==> src/rtl/mem_arb_pkg.sv <==
// mem_arb_pkg: shared state, grant encodings and constants
// for the two-master PicoRV32 memory arbiter.
package mem_arb_pkg;

    typedef enum logic [1:0] {
        IDLE = 2'd0,
        G0   = 2'd1,
        G1   = 2'd2
    } arb_state_t;

    localparam logic [1:0] GRANT_NONE = 2'b00;
    localparam logic [1:0] GRANT_M0   = 2'b01;
    localparam logic [1:0] GRANT_M1   = 2'b10;

    localparam logic [31:0] WDOG_RDATA = 32'hDEADBEEF;

endpackage

==> src/rtl/mem_arb_wdog.sv <==
// mem_arb_wdog: per-transfer cycle counter and expiry compare.
// Ports: clock, resetn (sync, active-low), busy (a grant is held),
// expired (counter has reached TIMEOUT).
module mem_arb_wdog
    import mem_arb_pkg::*;
#(
    parameter int unsigned TIMEOUT = 255
) (
    input  logic clock,
    input  logic resetn,
    input  logic busy,
    output logic expired
);

    localparam int CW = $clog2(TIMEOUT + 1);

    logic [CW-1:0] cnt;

    assign expired = (cnt == CW'(TIMEOUT));

    // Cleared in every IDLE cycle, so each grant starts from zero.
    // Saturates at TIMEOUT so it can never wrap back below it.
    always_ff @(posedge clock) begin
        if (!resetn || !busy) begin
            cnt <= '0;
        end else if (!expired) begin
            cnt <= cnt + 1'b1;
        end
    end

endmodule

==> src/rtl/mem_arbiter2.sv <==
// mem_arbiter2: round-robin two-master arbiter for the PicoRV32
// native memory interface (valid/ready, addr, wdata, wstrb, rdata).
// Ports: clock, resetn (sync, active-low); m0_*/m1_* master sides
// (valid, addr, wdata, wstrb in; ready, rdata out); s_* slave side
// (valid, addr, wdata, wstrb out; ready, rdata in); grant (one-hot
// owner, 00 idle); err (watchdog abort pulse).
// Build option: MEM_ARB_WDOG_EN adds a TIMEOUT-cycle watchdog that
// aborts a stalled transfer; without it err is tied low.
module mem_arbiter2
    import mem_arb_pkg::*;
#(
    parameter int unsigned AW      = 32,
    parameter int unsigned DW      = 32,
    parameter int unsigned TIMEOUT = 255
) (
    input  logic            clock,
    input  logic            resetn,
    input  logic            m0_valid,
    input  logic [AW-1:0]   m0_addr,
    input  logic [DW-1:0]   m0_wdata,
    input  logic [DW/8-1:0] m0_wstrb,
    output logic            m0_ready,
    output logic [DW-1:0]   m0_rdata,
    input  logic            m1_valid,
    input  logic [AW-1:0]   m1_addr,
    input  logic [DW-1:0]   m1_wdata,
    input  logic [DW/8-1:0] m1_wstrb,
    output logic            m1_ready,
    output logic [DW-1:0]   m1_rdata,
    output logic            s_valid,
    output logic [AW-1:0]   s_addr,
    output logic [DW-1:0]   s_wdata,
    output logic [DW/8-1:0] s_wstrb,
    input  logic            s_ready,
    input  logic [DW-1:0]   s_rdata,
    output logic [1:0]      grant,
    output logic            err
);

    if (TIMEOUT == 0) begin : g_bad_timeout
        $error("mem_arbiter2: TIMEOUT must be non-zero");
    end

    arb_state_t state;
    arb_state_t state_nx;
    logic       last;
    logic       busy;
    logic       wdog_hit;
    logic       done0;
    logic       done1;

    assign busy = (state != IDLE);

`ifdef MEM_ARB_WDOG_EN
    logic expired;

    mem_arb_wdog #(
        .TIMEOUT(TIMEOUT)
    ) u_wdog (
        .clock  (clock),
        .resetn (resetn),
        .busy   (busy),
        .expired(expired)
    );

    // A real completion in the expiry cycle wins over the abort.
    assign wdog_hit = expired & ~s_ready;
`else
    assign wdog_hit = 1'b0;
`endif

    // A transfer finishes by slave completion or watchdog abort.
    // A master dropping valid early ends it with no ready pulse.
    assign done0 = (state == G0) & m0_valid & (s_ready | wdog_hit);
    assign done1 = (state == G1) & m1_valid & (s_ready | wdog_hit);

    always_ff @(posedge clock) begin
        if (!resetn) begin
            state <= IDLE;
        end else begin
            state <= state_nx;
        end
    end

    // last = 1 after reset so m0 wins the first tie.
    always_ff @(posedge clock) begin
        if (!resetn) begin
            last <= 1'b1;
        end else if (done0) begin
            last <= 1'b0;
        end else if (done1) begin
            last <= 1'b1;
        end
    end

    always_comb begin
        state_nx = state;
        unique case (state)
            IDLE: begin
                if (m0_valid && m1_valid) begin
                    state_nx = last ? G0 : G1;
                end else if (m0_valid) begin
                    state_nx = G0;
                end else if (m1_valid) begin
                    state_nx = G1;
                end
            end
            G0: begin
                if (!m0_valid || done0) begin
                    state_nx = IDLE;
                end
            end
            G1: begin
                if (!m1_valid || done1) begin
                    state_nx = IDLE;
                end
            end
            default: state_nx = IDLE;
        endcase
    end

    always_comb begin
        s_valid  = 1'b0;
        s_addr   = '0;
        s_wdata  = '0;
        s_wstrb  = '0;
        m0_ready = 1'b0;
        m0_rdata = '0;
        m1_ready = 1'b0;
        m1_rdata = '0;
        grant    = GRANT_NONE;
        err      = 1'b0;
        unique case (state)
            G0: begin
                grant    = GRANT_M0;
                s_valid  = m0_valid & ~wdog_hit;
                s_addr   = m0_addr;
                s_wdata  = m0_wdata;
                s_wstrb  = m0_wstrb;
                m0_ready = done0;
                m0_rdata = wdog_hit ? DW'(WDOG_RDATA) : s_rdata;
                err      = m0_valid & wdog_hit;
            end
            G1: begin
                grant    = GRANT_M1;
                s_valid  = m1_valid & ~wdog_hit;
                s_addr   = m1_addr;
                s_wdata  = m1_wdata;
                s_wstrb  = m1_wstrb;
                m1_ready = done1;
                m1_rdata = wdog_hit ? DW'(WDOG_RDATA) : s_rdata;
                err      = m1_valid & wdog_hit;
            end
            default: ;
        endcase
    end

endmodule

==> config.mk <==
export PLATFORM = sky130hd
export DESIGN_NAME = mem_arbiter2
export DESIGN_NICKNAME = d
export VERILOG_FILES = /design/src/rtl/mem_arb_pkg.sv /design/src/rtl/mem_arb_wdog.sv /design/src/rtl/mem_arbiter2.sv
export SDC_FILE = /design/constraint.sdc
export NUM_CORES = 1
export LEC_CHECK = 0
export BUFFER_PORTS_ARGS = -buffer_cell sky130_fd_sc_hd__clkbuf_2
export CORE_AREA = 2 2 120 122
export DETAILED_ROUTE_END_ITERATION = 12
export DIE_AREA = 0 0 122 124
export PLACE_DENSITY = 0.47
export SYNTH_ARGS = -nofsm -noshare
export SYNTH_HDL_FRONTEND = slang
export SYNTH_SLANG_ARGS = --single-unit
==> constraint.sdc <==
create_clock -name clock -period 1.7 [get_ports clock]
set_input_delay 0.085 -clock clock [delete_from_list [all_inputs] [get_ports clock]]
set_output_delay 0.085 -clock clock [all_outputs]
set_load 0.005 [all_outputs]
==> results of run 1 <==
## cell type report
| cell class | instances | area (µm²) |
|---|---|---|
| multi-input cells | 222 | 1560 |
| inverters | 2 | 12.5 |
| repair buffers | 318 | 1750 |
| fillers | 1506 | 10000 |
| flip-flops and latches | 3 | 65.1 |
| clock buffers | 4 | 78.8 |
| well taps | 180 | 225 |
## kinds of logic (layout without fill, tap and decap cells)
| group | Yosys count | after routing | share of synthesized area, % |
|---|---|---|---|
| buf+inv | 32 | 324 | 10.7 |
| compound gates | 72 | 72 | 31.2 |
| simple gates | 142 | 142 | 49.8 |
| other cells | 1 | 1 | 0.213 |
| fa+ha+maj | 5 | 5 | 3.55 |
| mux | 2 | 2 | 1.14 |
| flops | 3 | 3 | 3.41 |
## cells in the final DEF (no fill, tap or decap)
cell type	synthesis	layout
a21o_1	1	1
a22oi_1	68	67
a22oi_2	1	2
a2bb2oi_2	1	1
and2_1	64	64
and2b_1	1	1
and3_1	2	2
buf_12	0	4
buf_16	0	2
buf_4	15	1
bufbuf_16	0	1
clkbuf_1	5	1
clkbuf_16	0	4
clkbuf_2	6	309
conb_1	1	1
dfxtp_1	3	1
dfxtp_2	0	1
dfxtp_4	0	1
ha_1	5	2
ha_4	0	3
inv_4	0	2
mux2i_1	2	2
nand2_1	3	3
nand2b_1	1	1
nand4_1	1	1
nor2_1	2	2
nor2b_1	68	68
o21ai_1	1	1
## per-layer routing
metal	GRT usage, %	vias to the layer above
li1	-	1476
met1	12.8	1439
met5	0	-
met4	1.01	0
met2	19.9	156
met3	1.65	4
## metrics by stage
stage	area, µm²	cells	hold slack, ps
6_report	3680	729	106
5_1_grt	3680	729	131
4_1_cts	3640	727	108
3_5_place_dp	3470	721	325
3_3_place_gp	3470	721	317
2_1_floorplan	1760	257	165
## timing repair
item | 4_1_cts | 5_1_grt
cloned | 2 | 1
hold buffers | 0 | 0
setup buffers | 0 | 1
setup endpoints to repair | 69 | 50
pin swaps | 0 | 1
gates resized for setup | 6 | 6
## power by group through the flow
stage | clock [mW] | combinational (mW) | sequential [mW]
floorplan | 0 | 0.618 | 0.0829
detailed placement | 0 | 1.13 | 0.0858
CTS | 0.380 | 1.24 | 0.0882
global placement | 0 | 1.11 | 0.0852
finish | 0.378 | 1.24 | 0.0900
global route | 0.393 | 1.37 | 0.0915
## registers in the layout (all words and copies together), names as in the netlist
register / cells
state: 2
last: 1
## worst paths after layout
path,cells past startpoint,endpoint
worst max-delay path,6,s_addr[24]
worst min-delay path,2,last
worst max register to register,6,state[0]
worst min register to register,2,state[1]
## worst max-delay path, cell delays in order, from the launching register on
cell and delay, ps:
dfxtp_4 370, inv_4 60, ha_4 180, buf_12 170, a22oi_1 290, nor2b_1 80
clkbuf_2 120
==> reports/results.tsv, run 1 <==
metric	value	unit
status	finished clean	
crit_fanout	52	
switchingPower	0.647	mW
antenna_found_initial	0	
grt-ovfl-total	0	
die_w	122	µm
cts_sinks	3	
worstSetupPathType	flip-flop to output pin	
dieArea	15100	µm²
portBuffers	309	
drt-wirelength-per-cell	12.9	µm
synth.top_cells.by_area	a22oi_1 (29%), nor2b_1 (24%), and2_1 (23%)	
syn_nets	435	
grt_pass1_vias	2661	
final_nets	728	
clockBufferDepth	2	
cts-htree-levels	1	
tns	0	ps
start_util	12.8	%
synth-main-ff-cell	dfxtp_1	
clock_power_share	22.1	%
finalPower	1.71	mW
fin_skew	5.02	ps
cts_tree	yes	
globalRouteTotalUtil	10.5	%
routed_wl	9410	µm
dp_slack	159	ps
dieHeight	124	µm
required	1620	ps
ys_ff_latch	3	
cp.arrival	1530	ps
wl_met3	712	µm
synth.cell_area	1760	µm²
min_period	1620	ps
gp_congestion	0.773	
finalSetupViolCount	0	
dr.pass1.iters	4	
top_layer_used	met4	
synthArstFlopShare	0	%
synth_common_cells	a22oi_1 (68), nor2b_1 (68), and2_1 (64)	
syn-instance-count	257	
cp-end-kind	output pin	
ys_seq_area_share	3.41	%
combPwrFrac	72.6	%
dpl.hpwl	7060	µm
rsz0062_at_grt	false	
ant_nets	0	
synth_cell_type_count	22	
area_growth	109	%
synth_edf_count	0	
hold_start	resetn	
yosys.area.top_type	a22oi_1	
placementRows	43	
crit_path_start	state[0]	
grt_pass1_wl	12800	µm
clk_pin_slew	30	ps
wl_met2	5000	µm
hold_viol	0	
clock-root-buffer	clkbuf_16	
initialDrtViolationCount	74	
post-route-util	26.9	%
ioPinCount	311	
num_vias	3075	
core	13700	µm²
yosysWarningCount	0	
num_antenna_cells	0	
cap_violations	0	
drive_above_1_share	60.3	%
grt_max_degree	53	
power.density	464	nW/µm²
via_per_inst	4.22	
drv_slew	0	
worst_slack	84.0	ps
p_leak	1.95	nW
drt-met1-wl	3670	µm
timing.final.crit_share	95.1	%
yosysTopAreaCellShare	29.0	%
ir_drop	0.246	mV
timing.rr.start	state[0]	
p_int	1.06	mW
numCtsBuffers	3	
max_freq	619	MHz
avgSynthCellArea	6.86	µm²
remaining_drc_errors	0	
r2r_slack	250	ps
switching_share	37.9	%
clk_latency	230	ps
critPathLaunchType	flip-flop	
hold_path_class	primary input to flip-flop	
seq_power_share	5.3	%
Power figures use the tool's default switching activity.
==> inputs of run 2 (changes only) <==
--- a/config.mk
+++ b/config.mk
@@ -5,7 +5,7 @@
 export SDC_FILE = /design/constraint.sdc
 export NUM_CORES = 1
 export LEC_CHECK = 0
-export BUFFER_PORTS_ARGS = -buffer_cell sky130_fd_sc_hd__clkbuf_2
+export BUFFER_PORTS_ARGS = -buffer_cell sky130_fd_sc_hd__buf_2
 export CORE_AREA = 2 2 120 122
 export DETAILED_ROUTE_END_ITERATION = 12
 export DIE_AREA = 0 0 122 124
==> reports/results.tsv, run 2 (synthesis results as in run 1) <==
metric	value	unit	change
ioPinCount	311		unchanged
post-route-util	26.3	%	was 26.9%
final_nets	726		was 728
dr.pass1.iters	4		unchanged
grt-ovfl-total	0		unchanged
ir_drop	0.187	mV	was 0.246 mV
rsz0062_at_grt	true		was false
crit_path_cell_trace	inv_2, ha_4, buf_12, a22oi_1, nor2b_1, buf_2		was inv_4, ha_4, buf_12, a22oi_1, nor2b_1, clkbuf_2
grt_max_degree	57		was 53
hold_path_class	primary input to flip-flop		unchanged
most-common-layout-cells	buf_2 (309), nor2b_1 (68), a22oi_1 (67), and2_1 (64), buf_12 (5)		was clkbuf_2 (309), nor2b_1 (68), a22oi_1 (67), and2_1 (64)
design_area	3610	µm²	was 3680 µm²
post_cts_buffers	0		unchanged
routed_wl	9270	µm	was 9410 µm
dieArea	15100	µm²	unchanged
grt_pass1_vias	2654		was 2661
crit_fanout	45		was 52
ff2ff_path_depth	5		was 6
hold_viol	0		unchanged
required	1620	ps	about the same
worstSetupPathType	flip-flop to output pin		unchanged
clk_pin_slew	30	ps	about the same
hold_start	resetn		unchanged
dpl_cell_area	3480	µm²	was 3470 µm²
critPathLaunchType	flip-flop		unchanged
clock-root-buffer	clkbuf_16		unchanged
num_antenna_cells	0		unchanged
clockBufferDepth	2		unchanged
regMostFlops	state		unchanged
portBuffers	309		unchanged
cap_violations	0		unchanged
timing.rr.start	state[0]		unchanged
power.density	457	nW/µm²	was 464 nW/µm²
finalSetupViolCount	0		unchanged
antenna_found_initial	0		unchanged
initialDrtViolationCount	103		was 74
cts_sinks	3		unchanged
slowest_stage	dfxtp_2		was dfxtp_4
tns	0	ps	unchanged
final_common_cell	buf_2		was clkbuf_2
numCtsBuffers	3		unchanged
max_stage_delay	380	ps	was 370 ps
globalRouteTotalUtil	10.5	%	about the same
grt_pass1_wl	12900	µm	was 12800 µm
drt-wirelength-per-cell	12.7	µm	was 12.9 µm
largest_reg_flops	2		unchanged
holdPathEnd	last		unchanged
p_leak	2.00	nW	was 1.95 nW
r2r_slack	300	ps	was 250 ps
cp-end-kind	output pin		unchanged
fin_skew	0.610	ps	was 5.02 ps
num_vias	2952		was 3075
remaining_drc_errors	0		unchanged
area_growth	105	%	was 109%
via_per_inst	4.06		was 4.22
whs_path_depth	2		unchanged
placementRows	43		unchanged
dpl.hpwl	7310	µm	was 7060 µm
status	finished clean		unchanged
cts_tree	yes		unchanged
clk_latency	230	ps	about the same
dieHeight	124	µm	unchanged
gp_congestion	0.775		was 0.773
min_period	1620	ps	about the same
die_w	122	µm	unchanged
max_freq	616	MHz	was 619 MHz
reg.largest.list	state x2, last x1		unchanged
core	13700	µm²	unchanged
cp.arrival	1540	ps	was 1530 ps
cts-htree-levels	1		unchanged
start_util	12.8	%	unchanged
drive_above_1_share	60.1	%	was 60.3%
critical_path.reg2reg.endpoint	state[1]		was state[0]
ant_nets	0		unchanged
drv_slew	0		unchanged
timing.final.crit_share	95.6	%	was 95.1%
[run 2: worst max path at each step]
stage / startpoint / slack (ps) / depth (start not counted) / endpoint
2_1_floorplan: state[0] / 380 / 5 / s_addr[0]
3_3_place_gp: state[0] / 150 / 5 / state[0]
3_5_place_dp: state[0] / 150 / 5 / state[0]
4_1_cts: state[0] / 0.2 / 6 / s_addr[30]
5_1_grt: state[1] / -0.3 / 6 / s_wdata[19]
6_report: state[1] / 80 / 6 / s_addr[0]
[run 2: power breakdown]
group | switching [mW] | total [mW] | leakage (nW) | internal [mW]
Clock | 0.0688 | 0.379 | 0.0382 | 0.310
Sequential | 0.0103 | 0.0890 | 0.0254 | 0.0787
Combinational | 0.547 | 1.18 | 1.93 | 0.635
[run 2: timing repair]
| item | CTS | global route |
|---|---|---|
| gates cloned | 1 | 0 |
| hold buffers | 0 | 0 |
| setup endpoints to repair | 69 | 68 |
| pin swaps | 0 | 1 |
| resized for setup | 7 | 2 |
[run 2: cell type report]
class / instances / area [µm²]
Inverter: 2 / 7.51
Sequential cell: 3 / 62.6
Fill cell: 1528 / 10100
Multi-Input combinational cell: 222 / 1560
Tap cell: 180 / 225
Clock buffer: 4 / 78.8
Timing Repair Buffer: 316 / 1680
[run 2: stage by stage]
stage | total power, mW | hold WS, ps | worst slack (ps) | instances
final | 1.65 | 97.1 | 75.6 | 727
after global routing | 1.80 | 110 | -0.343 | 727
after CTS | 1.68 | 96.1 | 0.168 | 727
after detailed placement | 1.22 | 328 | 149 | 722
after global placement | 1.20 | 318 | 155 | 722
after floorplan | 0.701 | 165 | 383 | 257
[run 2: routing by layer]
metal  routed length (µm)  vias to the layer above  global-route usage (%)
li1                     -                     1469                       -
met1                 3610                     1326                    12.8
met2                 4850                      152                    20.0
met3                  764                        5                    1.74
met4                   38                        0                    1.29
met5                    0                        -                       0
[run 2: critical path, delay by kind of cell, from the launching register on]
family	cells	cell delay, ps
and+or+nand+nor	1	70
AOI/OAI and AO/OA	1	250
DFF	1	380
buffers and inverters	3	390
adders and majority gates	1	190
